$ cat config.mk
export PLATFORM = sky130hd
export DESIGN_NAME = shift_reg_act_tile
export DESIGN_NICKNAME = d
export VERILOG_FILES = /design/src/rtl/shift_reg_act_tile.sv
export SDC_FILE = /design/constraint.sdc
export NUM_CORES = 1
export LEC_CHECK = 0
export BUFFER_PORTS_ARGS = -buffer_cell sky130_fd_sc_hd__buf_2
export CORE_AREA = 5 5 230 232
export CTS_BUF_LIST = sky130_fd_sc_hd__clkbuf_16
export DETAILED_ROUTE_END_ITERATION = 8
export DIE_AREA = 0 0 235 237
export PLACE_DENSITY = 0.67
export SLEW_MARGIN = 30
export SYNTH_ARGS = -nofsm -noshare
export SYNTH_HDL_FRONTEND = slang
export SYNTH_SLANG_ARGS = --single-unit
$ cat constraint.sdc
create_clock -name clk -period 2.1 [get_ports clk]
set_input_delay 0.105 -clock clk [delete_from_list [all_inputs] [get_ports clk]]
set_output_delay 0.105 -clock clk [all_outputs]
set_load 0.01 [all_outputs]
$ cat src/rtl/shift_reg_act_tile.sv
`default_nettype none
// ============================================================================
//  Module      : shift_reg_act_tile
//  Description : Activation shift-window buffer. Packs a stream of DATA_W-bit
//                activations into a DEPTH-word window and presents it as a
//                flat tile with a valid/ready handshake. After the first full
//                window, only STRIDE new words are needed for the next
//                (overlapping) tile.
//  Revision    : 1.0 - initial release
// ============================================================================
module shift_reg_act_tile #(
    parameter int DATA_W = 16,
    parameter int DEPTH  = 36,
    parameter int STRIDE = 24
) (
    input  logic                         clk,
    input  logic                         rst,
    input  logic                         clear,
    input  logic                         in_valid,
    output logic                         in_ready,
    input  logic [DATA_W-1:0]            in_data,
    output logic                         out_valid,
    input  logic                         out_ready,
    output logic [DATA_W*DEPTH-1:0]      window,
    output logic [$clog2(DEPTH+1)-1:0]   fill_cnt
);

    localparam int c_CNT_W = $clog2(DEPTH + 1);
    localparam int c_WIN_W = DATA_W * DEPTH;

    // Last count value before a tile completes, in the fill and slide phases.
    localparam logic [c_CNT_W-1:0] c_FILL_LAST  = c_CNT_W'(DEPTH - 1);
    localparam logic [c_CNT_W-1:0] c_SLIDE_LAST = c_CNT_W'(STRIDE - 1);
    localparam logic [c_CNT_W-1:0] c_CNT_ONE    = c_CNT_W'(1);

    // Reject illegal configurations at elaboration time.
    generate
        if (DEPTH < 2 || STRIDE < 1 || STRIDE > DEPTH) begin : g_bad_params
            $error("shift_reg_act_tile: need DEPTH >= 2 and 1 <= STRIDE <= DEPTH");
        end
    endgenerate

    typedef enum logic [1:0] {
        ST_FILL  = 2'd0,   // building the first window after reset/clear
        ST_FULL  = 2'd1,   // tile presented, waiting for the consumer
        ST_SLIDE = 2'd2    // collecting STRIDE words for the next overlapping tile
    } state_t;

    state_t                  r_state;
    logic [c_WIN_W-1:0]      r_window;
    logic [c_CNT_W-1:0]      r_fill_cnt;
    logic                    r_out_valid;

    logic                    w_in_ready;
    logic                    w_word_acc;
    logic                    w_tile_acc;
    logic [c_WIN_W-1:0]      w_window_shifted;

    // Input is only blocked while a tile is pending and not being taken now.
    assign w_in_ready       = !r_out_valid || out_ready;
    assign w_word_acc       = in_valid && w_in_ready;
    assign w_tile_acc       = r_out_valid && out_ready;
    assign w_window_shifted = {r_window[DATA_W*(DEPTH-1)-1:0], in_data};

    // Window, fill counter and tile-state sequencing with registered out_valid.
    always_ff @(posedge clk) begin
        if (rst) begin
            r_state     <= ST_FILL;
            r_window    <= '0;
            r_fill_cnt  <= '0;
            r_out_valid <= 1'b0;
        end else if (clear) begin
            // Flush: any pending tile and any word offered this cycle are dropped.
            r_state     <= ST_FILL;
            r_window    <= '0;
            r_fill_cnt  <= '0;
            r_out_valid <= 1'b0;
        end else begin
            if (w_word_acc) begin
                r_window <= w_window_shifted;
            end

            case (r_state)
                ST_FILL: begin
                    if (w_word_acc) begin
                        if (r_fill_cnt == c_FILL_LAST) begin
                            r_state     <= ST_FULL;
                            r_fill_cnt  <= '0;
                            r_out_valid <= 1'b1;
                        end else begin
                            r_fill_cnt  <= r_fill_cnt + c_CNT_ONE;
                        end
                    end
                end

                ST_FULL: begin
                    // in_ready is low here unless the tile is being taken,
                    // so a word accept can only coincide with a tile accept.
                    if (w_tile_acc) begin
                        if (w_word_acc) begin
                            if (STRIDE == 1) begin
                                // The new word alone completes the next tile.
                                r_fill_cnt  <= '0;
                            end else begin
                                r_state     <= ST_SLIDE;
                                r_fill_cnt  <= c_CNT_ONE;
                                r_out_valid <= 1'b0;
                            end
                        end else begin
                            r_state     <= ST_SLIDE;
                            r_fill_cnt  <= '0;
                            r_out_valid <= 1'b0;
                        end
                    end
                end

                ST_SLIDE: begin
                    if (w_word_acc) begin
                        if (r_fill_cnt == c_SLIDE_LAST) begin
                            r_state     <= ST_FULL;
                            r_fill_cnt  <= '0;
                            r_out_valid <= 1'b1;
                        end else begin
                            r_fill_cnt  <= r_fill_cnt + c_CNT_ONE;
                        end
                    end
                end

                default: begin
                    r_state     <= ST_FILL;
                    r_fill_cnt  <= '0;
                    r_out_valid <= 1'b0;
                end
            endcase
        end
    end

    assign in_ready  = w_in_ready;
    assign out_valid = r_out_valid;
    assign window    = r_window;
    assign fill_cnt  = r_fill_cnt;

endmodule
`default_nettype wire
Yosys cells after proc, flatten, opt, wreduce, memory -nomap -nowiden. Index checks and enable logic that the tools add are counted.

Add/subtract/negate cells: 1. Eq/ne operators: 9. Multiplexer cells: 19. Reductions and logical operators: 8.

Operators by type and width (count): $mux W6 (5); $pmux W6 S3 (1); $mux W2 (5); $ne A2 B2 Y1 const B (5); $add A6 B1 Y6 const B (1); $eq A6 B5 Y1 const B (1); $eq A6 B6 Y1 const B (1); $mux W1 (6); $pmux W2 S3 (1); $reduce_and A5 Y1 (1); $pmux W1 S3 (1); $reduce_and A3 Y1 (1); $eq A2 B1 Y1 const B (1); $eq A2 B2 Y1 const B (1); $logic_and A1 B1 Y1 (2); $logic_not A2 Y1 (1); $reduce_or A2 Y1 (1); $logic_not A1 Y1 (1); $logic_or A1 B1 Y1 (1).

Flip-flop bits (word level): 585. Input port bits: 21. Output and inout port bits: 584. Word-level logic and storage cells: 41.

Longest topological paths before layout. Gate-level depths: netlist (run 1).

Depth in word-level cells: 6. Depth in mapped cells: 7. Gate-level depth less buffers: 5.

Worst setup path before layout (run 1). OpenSTA, ideal clock, no wires.

Kind: register to register. Start point: register r_fill_cnt[2], in the netlist fill_cnt[2]. End point: register r_state[0]. Setup time: 70 ps. Data arrival time: 1644 ps. Data required time: 2030 ps. Path slack: 386 ps. Cell stages (with the launch flop): 5. Buffers on the path: 0. Clock period less this slack: 1714 ps. Cell sequence: dfxtp_1 -> or4b_4 -> a211o_1 -> or3_1 -> a21oi_1.

Word-level cells in the longest chain between the ends: 3. Elaborated cells between the ends (all ways): 5. Classes of those cells: 4 x eq/ne; 1 x reduce/logical.

RTL lines: from (decl) (RTL line 51) `logic [c_CNT_W-1:0] r_fill_cnt;`; from (signal assigned) (RTL line 91) `r_fill_cnt <= r_fill_cnt + c_CNT_ONE;`; from (signal assigned) (RTL line 106) `r_fill_cnt <= c_CNT_ONE;`; from (signal assigned) (RTL line 124) `r_fill_cnt <= r_fill_cnt + c_CNT_ONE;`; $eq A6 B5 Y1 or $eq A6 B6 Y1 (tied branches) (RTL line 119, 86); $ne A2 B2 Y1 (no source line); $reduce_and A5 Y1 (no source line) *; to (signal assigned) (RTL line 110) `r_state <= ST_SLIDE;`; to (signal assigned) (RTL line 120) `r_state <= ST_FULL;`; to (signal assigned) (RTL line 130) `r_state <= ST_FILL;`; to (decl) (RTL line 49) `state_t r_state;`.

Mark *: on every way between the ends. The rest lies on a longest branch, timed or not. A chain may end at the register's enable or synchronous reset.

Worst setup path after layout (run 1). Same ends and word-level chain as after synthesis.

==> results of run 1 <==
how the worst max path moves through the flow:
stage                           start           to  depth (start not counted)
after floorplan           fill_cnt[2]   r_state[0]                          4
after global placement    fill_cnt[2]   r_state[0]                          4
after detailed placement  fill_cnt[2]   r_state[0]                          4
after CTS                 fill_cnt[2]   r_state[0]                          4
after global routing        out_valid  window[500]                          6
final                     fill_cnt[2]   r_state[0]                          4
metrics by stage:
step | setup slack [ns] | instance area [um^2] | utilization [%]
2_1_floorplan | 0.3857 | 20090 | -
3_3_place_gp | 0.3077 | 23880 | 47.02
3_5_place_dp | 0.2965 | 23880 | 47.02
4_1_cts | 0.2785 | 25970 | 51.14
5_1_grt | 0.1358 | 25970 | 51.14
6_report | 0.2795 | 25970 | 51.14
critical path: stages, from the launching register on:
cell and delay (ns):
sky130_fd_sc_hd__dfxtp_1 0.38, sky130_fd_sc_hd__or4b_4 0.54, sky130_fd_sc_hd__a211o_1 0.36, sky130_fd_sc_hd__or3_1 0.33, sky130_fd_sc_hd__a21oi_1 0.14
cells by family after synthesis:
logic type,count (synthesis),synth area share [%]
adders and majority gates,1,0.06226
DFF,585,58.28
buffers and inverters,197,4.035
and+or+nand+nor,1184,22.53
AOI/OAI and AO/OA,597,15.09
power groups by stage:
| stage | sequential, mW | clock (mW) | combinational (mW) |
|---|---|---|---|
| 2_1_floorplan | 11.4 | 0 | 0.480 |
| 4_1_cts | 11.1 | 10.4 | 0.788 |
| 6_report | 11.1 | 10.2 | 0.793 |
| 3_5_place_dp | 11.4 | 0 | 0.759 |
| 3_3_place_gp | 11.4 | 0 | 0.765 |
| 5_1_grt | 11.1 | 10.9 | 0.860 |
registers in the layout (all words and copies together), names as in the netlist:
name / cells
window: 576
out_valid: 1
r_state: 2
fill_cnt: 6
area by class of cell:
type                            count  area [um^2]  area share (%)
Multi-Input combinational cell   1782         7585           29.21
Sequential cell                   585        11710           45.10
Clock inverter                     50        331.6           1.277
Clock buffer                       62         1551           5.974
Timing Repair Buffer              672         3936           15.16
Tap cell                          680        850.8           3.276
Inverter                            1        3.754         0.01445
placed cells by master, fill, tap and decap left out, drive strengths merged, types with 2 or more instances in the layout:
cell	count
nand2	1156
nand3	3
nor2	4
clkinvlp	2
buf	651
o21ai	2
nor4	2
nand4b	3
nand2b	3
or4b	3
and2	2
clkinv	35
dfxtp	585
bufinv	3
a311oi	2
clkbuf	62
a221oi	2
dlygate4sd3	21
inv	11
a21oi	583
per-layer routing:
metal  vias to the layer above  track usage [%]
met3                       112            6.650
met5                         -           0.2597
met1                      8857            29.50
met4                         0            7.609
met2                       680            38.23
li1                       9361                -
==> reports/metrics.cfg, run 1 <==
[status]
status=finished clean

[yosys]
syn-mean-instance-area_um2=7.837
synth.lib_cells_used.distinct=38
post_synth_most_frequent_cells=sky130_fd_sc_hd__nand2_1, sky130_fd_sc_hd__dfxtp_1, sky130_fd_sc_hd__a21oi_1, sky130_fd_sc_hd__clkbuf_1, sky130_fd_sc_hd__buf_2
dominantRegCellSynth=sky130_fd_sc_hd__dfxtp_1
synth_area_leaders=sky130_fd_sc_hd__dfxtp_1, sky130_fd_sc_hd__nand2_1, sky130_fd_sc_hd__a21oi_1
synth.ff_latch_count=585
yosys_top_cell_area_share_pct=58.28
synthesis.nets=2586
synth_async_sr_flop_share_pct=0
synth-seq-area-share_pct=58.28
synthesis.area_um2=20090
post_synth_edffs=0
syn_inst=2564
synth_area_leader_cell=sky130_fd_sc_hd__dfxtp_1
post-synth-top-count-cell=sky130_fd_sc_hd__nand2_1
yosys_warnings=0

[hold_path]
hold_path_end=window[10]
worst_hold_path_class=input port to flip-flop
hold-path-cell-count=4
hold_start=in_data[10]

[pwr]
power.share.sequential_pct=50.3
netSwitchingFraction_pct=23.03
ir_drop_v=0.0006074
power_leakage_nw=10.28
power.density_nw_per_um2=851.5
share_clk_of_total_power_pct=46.1
internal-power_mw=17.02
total_power_mw=22.11
p_sw_mw=5.093
p_comb_share_pct=3.6

[sta]
fin_hold_ws_ns=0.2906
crit_share_post_route_pct=86.69
worst_slew_pin_slew_ns=0.5259
fin_tns_setup_ns=0
period_minus_slack_ns=1.821
slew-limit-headroom_pct=64.94
fin_skew_ns=0.01896
achievable-frequency_mhz=549.3
rsz0062_at_grt=no
setup-violations-final=0
timing_max_transition_violations_final=0
timing_hold_violations_final=0

[worst_setup_path]
worstReg2RegEnd=r_state[0]
cp_data_required_time_ns=2.63
reg2reg_depth=4
setup.reg_to_reg.worst_slack_ns=0.28
path_class=flip-flop to flip-flop
start_kind=flip-flop
r2r_start=fill_cnt[2]
critical_path.endpoint_type=flip-flop
arrival_ns=2.35
crit_path_max_fanout=8

[route]
detail_route.drc_violations=0
routedLengthMet1_um=28290
detail_route.vias_per_cell=4.961
routed.top_layer=met4
drt_first_pass_iters=5
met2_wirelength_um=32880
routed-via-count=19010
met3WireLength_um=5645
ant_nets=0
wirelength_um=69060
drt-initial-drc-count=1648
avgRoutedWirePerCell_um=18.02

[cts]
clk_path_buf_depth=3
clock_sinks=585
tritoncts_clock_tree=done
cts.htree.levels=2
clkTransAtPathRegs_ns=0.06
clock_network_latency_to_the_later_pin_of_the_worst_skew_pair_ns=0.60
number_of_buffers_added_by_the_clock_tree_synthesis_step=60
cts_hold_repair.buffers=21
ctsRootBufferMaster=sky130_fd_sc_hd__clkbuf_16
cts_setup_buffers=0
post_cts.resized_instances=0

[floorplanning]
io_pins=605
design.core.area_um2=50780
std_cell_rows=83
die_w_um=235
design.die.area_um2=55700
initial_util_pct=39.57
chipHeight_um=237

[global_routing]
vias_in_the_first_global_route=17340
globalRoute.totalOverflow=0
grt_max_degree=115
number_of_antenna_violations_at_the_first_check_in_global_routing=0
first_pass_grt_wire_length_um=104500
gr-usage-all-layers_pct=23.21

[cells_and_area]
syn2layout_area_growth_pct=29.24
layout_cells_sized_above_1_pct=23.60
antenna_cells_inserted=0
nNetsFinal=3124
num-fill-cells=4902
post_layout_nonfiller_instances=3832

[run]
timing.max_cap.violations=0

[place]
io_buffer_count=604
hpwl_um=49450
placed_cells_incl_taps=3699
gp_routability_congestion=0.8694

No activity file was read; power rests on OpenSTA's default activity.
==> run 2: changes to the inputs <==
- CORE_AREA: 5 5 230 232 -> default
- CORE_MARGIN: default -> 5
- CORE_UTILIZATION: default -> 28
- DIE_AREA: 0 0 235 237 -> default
- PLACE_DENSITY: 0.67 -> 0.52
==> run 2 against run 1 <==
Against the previous run: critical path type unchanged; critical endpoint unchanged; flip-flop and latch count unchanged; largest power group is now the clock network; clock skew rose by 0.011 ns; via count increased by 0.34%.
==> reports/metrics.cfg, run 2 (same netlist as run 1, synthesis figures left out) <==
[floorplanning]
io_pins=605
std_cell_rows=98
design.core.area_um2=71360
design.die.area_um2=77220
die_w_um=277.9
chipHeight_um=277.9
initial_util_pct=28.16

[global_routing]
first_pass_grt_wire_length_um=111500
grt_max_degree=110
vias_in_the_first_global_route=17660
number_of_antenna_violations_at_the_first_check_in_global_routing=0
gr-usage-all-layers_pct=18.12
globalRoute.totalOverflow=0

[place]
hpwl_um=54080
io_buffer_count=604
gp_routability_congestion=0.8528

[pwr]
p_comb_share_pct=3.6
netSwitchingFraction_pct=22.97
internal-power_mw=18.33
share_clk_of_total_power_pct=49.7
power.density_nw_per_um2=887.5
total_power_mw=23.80
ir_drop_v=0.0005132
power.share.sequential_pct=46.7
power_leakage_nw=10.55
p_sw_mw=5.468

[worst_setup_path]
arrival_ns=2.33
critical_path.endpoint_type=flip-flop
path_class=flip-flop to flip-flop
start_kind=flip-flop
r2r_start=fill_cnt[2]
startpoint=fill_cnt[2]
setup.reg_to_reg.worst_slack_ns=0.28
reg2reg_depth=4
worstReg2RegEnd=r_state[0]
crit_path_max_fanout=8
cp_data_required_time_ns=2.61

[cells_and_area]
num-fill-cells=7673
largest_register_ff_count=576
syn2layout_area_growth_pct=33.46
layout_cells_sized_above_1_pct=24.49
nNetsFinal=3155
layout.cells.most_common_list=sky130_fd_sc_hd__nand2_1, sky130_fd_sc_hd__buf_2, sky130_fd_sc_hd__dfxtp_1
commonest_non_fill_non_tap_cell_in_the_layout=sky130_fd_sc_hd__nand2_1

[hold_path]
hold_start=in_data[4]
hold_path_end=window[4]
hold-path-cell-count=4
worst_hold_path_class=input port to flip-flop

[sta]
timing_max_transition_violations_final=0
worst_slew_pin_slew_ns=0.5488
period_minus_slack_ns=1.820
fin_tns_setup_ns=0
achievable-frequency_mhz=549.3
crit_share_post_route_pct=86.68
slew-limit-headroom_pct=63.41
setup-violations-final=0
rsz0062_at_grt=no
fin_skew_ns=0.02973
timing_hold_violations_final=0

[cts]
cts.htree.levels=3
clkTransAtPathRegs_ns=0.06
tritoncts_clock_tree=done
clk_path_buf_depth=3
clock_network_latency_to_the_later_pin_of_the_worst_skew_pair_ns=0.60
post_cts.resized_instances=0
clock_sinks=585
number_of_buffers_added_by_the_clock_tree_synthesis_step=69
ctsRootBufferMaster=sky130_fd_sc_hd__clkbuf_16

[status]
status=finished clean

[route]
routed-via-count=19070
avgRoutedWirePerCell_um=18.09
drt-initial-drc-count=1097
detail_route.vias_per_cell=4.621
detail_route.drc_violations=0
wirelength_um=74700
ant_nets=0
drt_first_pass_iters=5

[run]
timing.max_cap.violations=0

run 2: cell types whose count changed in the layout (fill, tap and decap cells not counted), sizes merged:
cell	previous run	this run
clkinv	35	24
clkbuf	62	71
diode	0	1
bufinv	3	7
buf	651	673
inv	11	12
run 2: power by group through the flow:
stage	Sequential (mW)	Clock (mW)	Combinational (mW)
2_1_floorplan	11.4	0	0.480
3_3_place_gp	11.4	0	0.839
5_1_grt	11.1	12.6	0.924
4_1_cts	11.1	12.2	0.865
3_5_place_dp	11.4	0	0.833
6_report	11.1	11.8	0.857
run 2: worst max path at each step:
| stage | cells past startpoint | slack [ns] | end |
|---|---|---|---|
| 2_1_floorplan | 4 | 0.39 | r_state[0] |
| 3_3_place_gp | 4 | 0.31 | r_state[0] |
| 3_5_place_dp | 4 | 0.30 | r_state[0] |
| 4_1_cts | 4 | 0.29 | r_state[0] |
| 5_1_grt | 6 | 0.18 | window[250] |
| 6_report | 4 | 0.28 | r_state[0] |
run 2: worst max-delay path, cell delays in order (launching register included):
cell and delay [ns]:
sky130_fd_sc_hd__dfxtp_1 0.38, sky130_fd_sc_hd__or4b_4 0.54, sky130_fd_sc_hd__a211o_1 0.35, sky130_fd_sc_hd__or3_1 0.33
sky130_fd_sc_hd__a21oi_1 0.14
run 2: through the flow:
stage,setup slack [ns],instance area [um^2],hold slack (ns),util (%),instances
global placement,0.3111,24400,0.3496,34.20,3991
detailed placement,0.3043,24400,0.3522,34.20,3991
finish,0.2797,26820,0.3011,37.58,4128
CTS,0.2860,26810,0.2579,37.57,4127
floorplan,0.3857,20090,0.2410,-,2564
global route,0.1803,26810,0.2809,37.57,4127
run 2: what timing repair did:
item,4_1_cts,5_1_grt
hold buffers,21,0
hold endpoints to repair,24,0
setup buffers,0,0
run 2: area by class of cell:
class | count | area (um^2) | share of cell area [%]
Antenna cell | 1 | 2.502 | 0.009331
Clock buffer | 71 | 1777 | 6.625
Clock inverter | 44 | 422.9 | 1.577
Inverter | 1 | 3.754 | 0.01400
Multi-Input combinational cell | 1782 | 7585 | 28.28
Sequential cell | 585 | 11710 | 43.67
Tap cell | 950 | 1189 | 4.432
Timing Repair Buffer | 694 | 4126 | 15.39
run 2: metal layers:
metal | routed length [um] | track usage, % | vias up
li1 | - | - | 9422
met1 | 32560 | 23.34 | 8970
met2 | 34980 | 29.70 | 570
met3 | 5189 | 5.386 | 112
met4 | 1964 | 5.021 | 0
met5 | 0 | 0 | -
